<file path="src/rtl/riscv_pkg.sv">
// Shared fetch-stage types: data width, default reset vector, buffer entry and FSM state.
package riscv_pkg;

    localparam int XLEN = 32;
    localparam logic [XLEN-1:0] DEFAULT_RESET_PC = 32'h0000_0000;

    typedef struct packed {
        logic [XLEN-1:0] pc;
        logic [XLEN-1:0] instr;
    } fetch_entry_t;

    typedef enum logic {
        RUN   = 1'b0,
        DRAIN = 1'b1
    } fetch_state_t;

    // Instruction fetches are always word aligned, so the two low bits are dropped.
    function automatic logic [XLEN-1:0] align_word(input logic [XLEN-1:0] addr);
        return {addr[XLEN-1:2], 2'b00};
    endfunction

endpackage

</file>
<file path="src/rtl/fetch_fifo.sv">
// Small synchronous FIFO with registered storage and a single-cycle flush.
module fetch_fifo #(
    parameter int WIDTH = 32,
    parameter int DEPTH = 2,
    localparam int CW = $clog2(DEPTH + 1),
    localparam int PW = (DEPTH > 1) ? $clog2(DEPTH) : 1
) (
    input  logic             clk,
    input  logic             rst_n,
    input  logic             push,
    input  logic             pop,
    input  logic             flush,
    input  logic [WIDTH-1:0] din,
    output logic [WIDTH-1:0] dout,
    output logic             full,
    output logic             empty,
    output logic [CW-1:0]    count
);

    logic [WIDTH-1:0] mem [DEPTH];
    logic [PW-1:0]    wr_ptr;
    logic [PW-1:0]    rd_ptr;
    logic             do_push;
    logic             do_pop;

    function automatic logic [PW-1:0] next_ptr(input logic [PW-1:0] p);
        return (p == PW'(DEPTH - 1)) ? '0 : p + PW'(1);
    endfunction

    assign full    = (count == CW'(DEPTH));
    assign empty   = (count == '0);
    assign do_push = push && !full;
    assign do_pop  = pop && !empty;
    assign dout    = mem[rd_ptr];

    // Storage array is written on push only; it needs no reset because empty gates its use.
    always_ff @(posedge clk) begin
        if (do_push && !flush) begin
            mem[wr_ptr] <= din;
        end
    end

    // Pointers and occupancy; flush and reset both return the FIFO to empty.
    always_ff @(posedge clk) begin
        if (!rst_n || flush) begin
            wr_ptr <= '0;
            rd_ptr <= '0;
            count  <= '0;
        end else begin
            if (do_push) begin
                wr_ptr <= next_ptr(wr_ptr);
            end
            if (do_pop) begin
                rd_ptr <= next_ptr(rd_ptr);
            end
            count <= count + CW'(do_push) - CW'(do_pop);
        end
    end

endmodule

</file>
<file path="src/rtl/fetch_unit.sv">
// In-order fetch stage: owns the PC, issues credit-limited imem requests and buffers
// returned instructions for decode. Redirects flush the buffer and drain stale responses.
module fetch_unit
    import riscv_pkg::*;
#(
    parameter logic [XLEN-1:0] RESET_PC   = DEFAULT_RESET_PC,
    parameter int              FIFO_DEPTH = 2
) (
    input  logic            clk,
    input  logic            rst_n,
    output logic            imem_req_valid,
    input  logic            imem_req_ready,
    output logic [XLEN-1:0] imem_req_addr,
    input  logic            imem_rsp_valid,
    input  logic [XLEN-1:0] imem_rsp_data,
    input  logic            redirect_valid,
    input  logic [XLEN-1:0] redirect_pc,
    output logic            fd_valid,
    input  logic            fd_ready,
    output logic [XLEN-1:0] fd_instruction,
    output logic [XLEN-1:0] fd_pc
);

    localparam int CW = $clog2(FIFO_DEPTH + 1);

    fetch_state_t    state;
    fetch_state_t    state_next;
    logic [XLEN-1:0] pc;
    logic [CW-1:0]   outstanding;
    logic [CW-1:0]   outstanding_next;
    logic            req_fire;
    logic            credit_ok;
    logic            buf_push;
    logic            buf_pop;
    logic            tag_pop;
    fetch_entry_t    buf_in;
    fetch_entry_t    buf_out;
    logic            buf_full;
    logic            buf_empty;
    logic [CW-1:0]   buf_count;
    logic [XLEN-1:0] tag_head;
    logic            tag_full;
    logic            tag_empty;
    logic [CW-1:0]   tag_count;

    assign req_fire         = imem_req_valid && imem_req_ready;
    assign outstanding_next = outstanding + CW'(req_fire) - CW'(imem_rsp_valid);
    assign credit_ok        = ({1'b0, outstanding} + {1'b0, buf_count}) < (CW + 1)'(FIFO_DEPTH);
    assign imem_req_addr    = pc;

    assign buf_push = (state == RUN) && imem_rsp_valid && !redirect_valid;
    assign buf_pop  = fd_valid && fd_ready;
    assign tag_pop  = (state == RUN) && imem_rsp_valid && !tag_empty;
    assign buf_in   = '{pc: tag_head, instr: imem_rsp_data};

    assign fd_valid       = !buf_empty && !redirect_valid;
    assign fd_instruction = buf_empty ? '0 : buf_out.instr;
    assign fd_pc          = buf_empty ? '0 : buf_out.pc;

    // PC of every accepted request, popped in order as responses come back.
    fetch_fifo #(.WIDTH(XLEN), .DEPTH(FIFO_DEPTH)) u_tag_queue (
        .clk   (clk),
        .rst_n (rst_n),
        .push  (req_fire),
        .pop   (tag_pop),
        .flush (redirect_valid),
        .din   (pc),
        .dout  (tag_head),
        .full  (tag_full),
        .empty (tag_empty),
        .count (tag_count)
    );

    // Instruction buffer feeding decode; registered, so a response is visible one cycle later.
    fetch_fifo #(.WIDTH($bits(fetch_entry_t)), .DEPTH(FIFO_DEPTH)) u_inst_buf (
        .clk   (clk),
        .rst_n (rst_n),
        .push  (buf_push),
        .pop   (buf_pop),
        .flush (redirect_valid),
        .din   (buf_in),
        .dout  (buf_out),
        .full  (buf_full),
        .empty (buf_empty),
        .count (buf_count)
    );

    // FSM state register.
    always_ff @(posedge clk) begin
        if (!rst_n) begin
            state <= RUN;
        end else begin
            state <= state_next;
        end
    end

    // Next state: a redirect with responses still in flight drains them before fetching again.
    always_comb begin
        state_next = state;
        case (state)
            RUN: begin
                if (redirect_valid && (outstanding_next != '0)) begin
                    state_next = DRAIN;
                end
            end
            DRAIN: begin
                if (outstanding_next == '0) begin
                    state_next = RUN;
                end
            end
            default: state_next = RUN;
        endcase
    end

    // Request only in RUN with a free credit; held off during reset so nothing is accepted then.
    always_comb begin
        imem_req_valid = 1'b0;
        if (rst_n && (state == RUN) && credit_ok && !redirect_valid) begin
            imem_req_valid = 1'b1;
        end
    end

    // PC and in-flight counter; a redirect overrides any sequential advance.
    always_ff @(posedge clk) begin
        if (!rst_n) begin
            pc          <= RESET_PC;
            outstanding <= '0;
        end else begin
            outstanding <= outstanding_next;
            if (redirect_valid) begin
                pc <= align_word(redirect_pc);
            end else if (req_fire) begin
                pc <= pc + XLEN'(4);
            end
        end
    end

    // Credit invariants: in-flight never exceeds the buffer and the tag queue tracks requests.
    always_ff @(posedge clk) begin
        if (rst_n) begin
            assert (outstanding_next <= CW'(FIFO_DEPTH));
            assert (!(buf_push && buf_full));
            assert (!(req_fire && tag_full));
            assert ((state != RUN) || (tag_count == outstanding));
        end
    end

endmodule

</file>
<file path="config.mk">
export PLATFORM = sky130hd
export DESIGN_NAME = fetch_unit
export DESIGN_NICKNAME = d
export VERILOG_FILES = /design/src/rtl/riscv_pkg.sv /design/src/rtl/fetch_fifo.sv /design/src/rtl/fetch_unit.sv
export SDC_FILE = /design/constraint.sdc
export NUM_CORES = 1
export LEC_CHECK = 0
export ABC_AREA = 1
export BUFFER_PORTS_ARGS = -buffer_cell sky130_fd_sc_hd__buf_2
export CAP_MARGIN = 10
export CORE_MARGIN = 1.5
export CORE_UTILIZATION = 56
export CTS_BUF_LIST = sky130_fd_sc_hd__clkbuf_2
export CTS_CLUSTER_DIAMETER = 100
export DETAILED_ROUTE_END_ITERATION = 8
export PLACE_DENSITY = 0.79
export RECOVER_POWER = 100
export SYNTH_ARGS = -nofsm -noshare
export SYNTH_HDL_FRONTEND = slang
export SYNTH_HIERARCHICAL = 1
export SYNTH_SLANG_ARGS = --single-unit
export TNS_END_PERCENT = 50
</file>
<file path="constraint.sdc">
create_clock -name clk -period 9.2 [get_ports clk]
set_clock_uncertainty 0.15 [all_clocks]
set_input_delay 2.3 -clock clk [delete_from_list [all_inputs] [get_ports clk]]
set_output_delay 2.3 -clock clk [all_outputs]
set_load 0.05 [all_outputs]
</file>
==> results.md <==
- GRT Util Overall: 20.7%
- Failing checks: capacitance limit, slew limit
- Total of max-cap violations: 7
- Synth Instances: 918
- Final hold vios: 0
- Pwr/cell area: 168 nW/um2
- GR peak layer: met2
- Fin Setup TNS: 0 ns
- Post-CTS Setup Bufs: 0
- Slew headroom: -151%
- Drt drc: 0
- CP startpoint kind: input port
- Routability cong.: 0.877
- Final Critical Period: 7.01 ns
- Die height: 142 um
- Measured slew at the worst slew-check pin: approximately 3.8 ns
- Die area: 20200 um2
- Crit path arrival time: roughly 4.6 ns
- Vias in the first global route: 6793
- Number of fill cells: around 1600
- Run status: complete, but fails checks
- Setup ws final: 2.19 ns
- Area of the mapped netlist: between 10000 and 15000 um2
- Yosys warns: 6
- # hold bufs at CTS: 0
- Rows: 50
- Non-filler cells in the finished layout: 1424
- Total I/O pin count: between 150 and 200
- Synthesis-to-layout area growth: 9.95%
- Worst-Skew Late Latency: 0.79 ns
- Clock Path Buffers: 3
- Reg clk slew, reported paths: 0.10 ns
- Placed cell count: 1322
- Setup WS pre-CTS: ~3.3 ns
- Crit Path Max Fanout: 42
- CTS Root Cell: clkbuf_2
- Leakage power: ~0.0048 uW
- Initial Util: 57.5%
- NumNets Final: 1197
- Final HPWL DP: ~13000 um
- F_max: about 140 MHz
- Routed WL per cell: 14.8 um
- Grt met1 use: between 20% and 30%
- DRT iter0 DRCs: 452
- Final WL: 21000 um
- Initial antenna violation count: 1
- Die Wd: 142 um
- Drt via density: 5.02
- Core area: 18800 um2
- GRT met2 Usage: 35.4%
- Layout cells sized above 1: between 20 and 25%
- Req. time, crit path: 6.75 ns
- DRT antenna net count: 0
- Pre-antenna DRT Iters: 5
- Via count: 7148
- Setup violators final: 0
- Worst hold slack: 0.365 ns
- Syn_area_per_cell: 11.8 um2
- CTS Buf Count: 55
- GRT Residual Overflow: 0
- CTS sink count: roughly 240
- Final Cycle Share: around three quarters
- First-pass GRT wire length: 32700 um
- RSZ-0062 raised after global routing: false
- Setup Crit Path Kind: in -> out
- Critical Path End Type: primary output
- Final Util: roughly 63%
- PostCTS Resize Cnt: 0
- CTS tree: built
- Port bufs: 163
- Met3 Usage GRT: under 10%
- Peak VDD IR: 0.0823 mV
- Largest net degree at the start of global routing: 65
- Worst Hold Class: reg -> reg
- Max-slew violations: 303
- H-Tree Depth: 2
## state kept, by name, summed over array words and instances, names as in the netlist, named ones only
name and count:
u_tag_queue/rd_ptr 1, u_tag_queue/count 2, state 1, imem_req_addr 30
u_inst_buf/rd_ptr 1, u_tag_queue/mem 64, u_inst_buf/count 2, u_tag_queue/wr_ptr 1
u_inst_buf/wr_ptr 1, u_inst_buf/mem 128, outstanding 2
## final timing paths
kind	start	endpoint	slack [ns]	depth (start not counted)
setup reg to reg	u_inst_buf/count[0]	u_tag_queue/mem[0][19]	4.28	10
setup / recovery	redirect_valid	imem_req_valid	2.19	5
hold / removal	u_tag_queue/rd_ptr	flop	0.37	2
hold reg to reg	u_tag_queue/rd_ptr	flop	0.37	2
## through the flow
stage,cell area [um2],power (uW)
global route,11900,2100
finish,11900,2000
global placement,11800,1400
floorplan,10800,1350
CTS,12300,2030
detailed placement,11800,1400
## area by class of cell
type	count	area, um2	area share [%]
Multi-Input combinational cell	512	3170	26.6
Antenna cell	1	2.50	0.0210
Sequential cell	235	6630	55.7
Timing Repair Buffer	171	752	6.31
Tap cell	260	325	2.73
Clock buffer	82	410	3.45
Clock inverter	19	77.6	0.651
Inverter	144	541	4.54
## cell usage in the layout, fill, tap and decap left out, types with 2 or more instances in the layout
master      n
clkbuf_1   87
mux2_2      5
ha_1        7
nand2_2     6
clkinv_1   14
mux2_4     39
and2_1      3
nor2_2      5
a21oi_1    27
inv_1     143
buf_2      82
nand2_1   136
dfxtp_1    42
mux2_1     52
o21ai_0    30
nor3b_1     3
nand3_1    48
buf_4       2
clkbuf_2   82
conb_1      6
nor3_1      3
nor2_1    116
nor2_4      9
a31oi_1     8
clkinv_2    5
xor2_1      4
edfxtp_1  192
## layer usage
layer	up-vias	part of all wire [%]	wire length (um)
met4	0	2.1	439
li1	3490	-	-
met2	299	47	9950
met3	38	7.8	1650
met1	3321	43	9010
met5	-	0	0
## report_power, final
group | switching (uW) | internal, uW | leakage, uW
sequential | 22.7 | 1170 | 0.00211
combinational | 128 | 46.9 | 0.00226
clock | 388 | 239 | 0.000382
## worst max-delay path, stage by stage
cell      delay [ns]
clkbuf_1        1.40
nor2_1          0.26
nand3_1         0.23
inv_1           0.06
clkbuf_1        0.29
(Power assumes the default switching activity.)
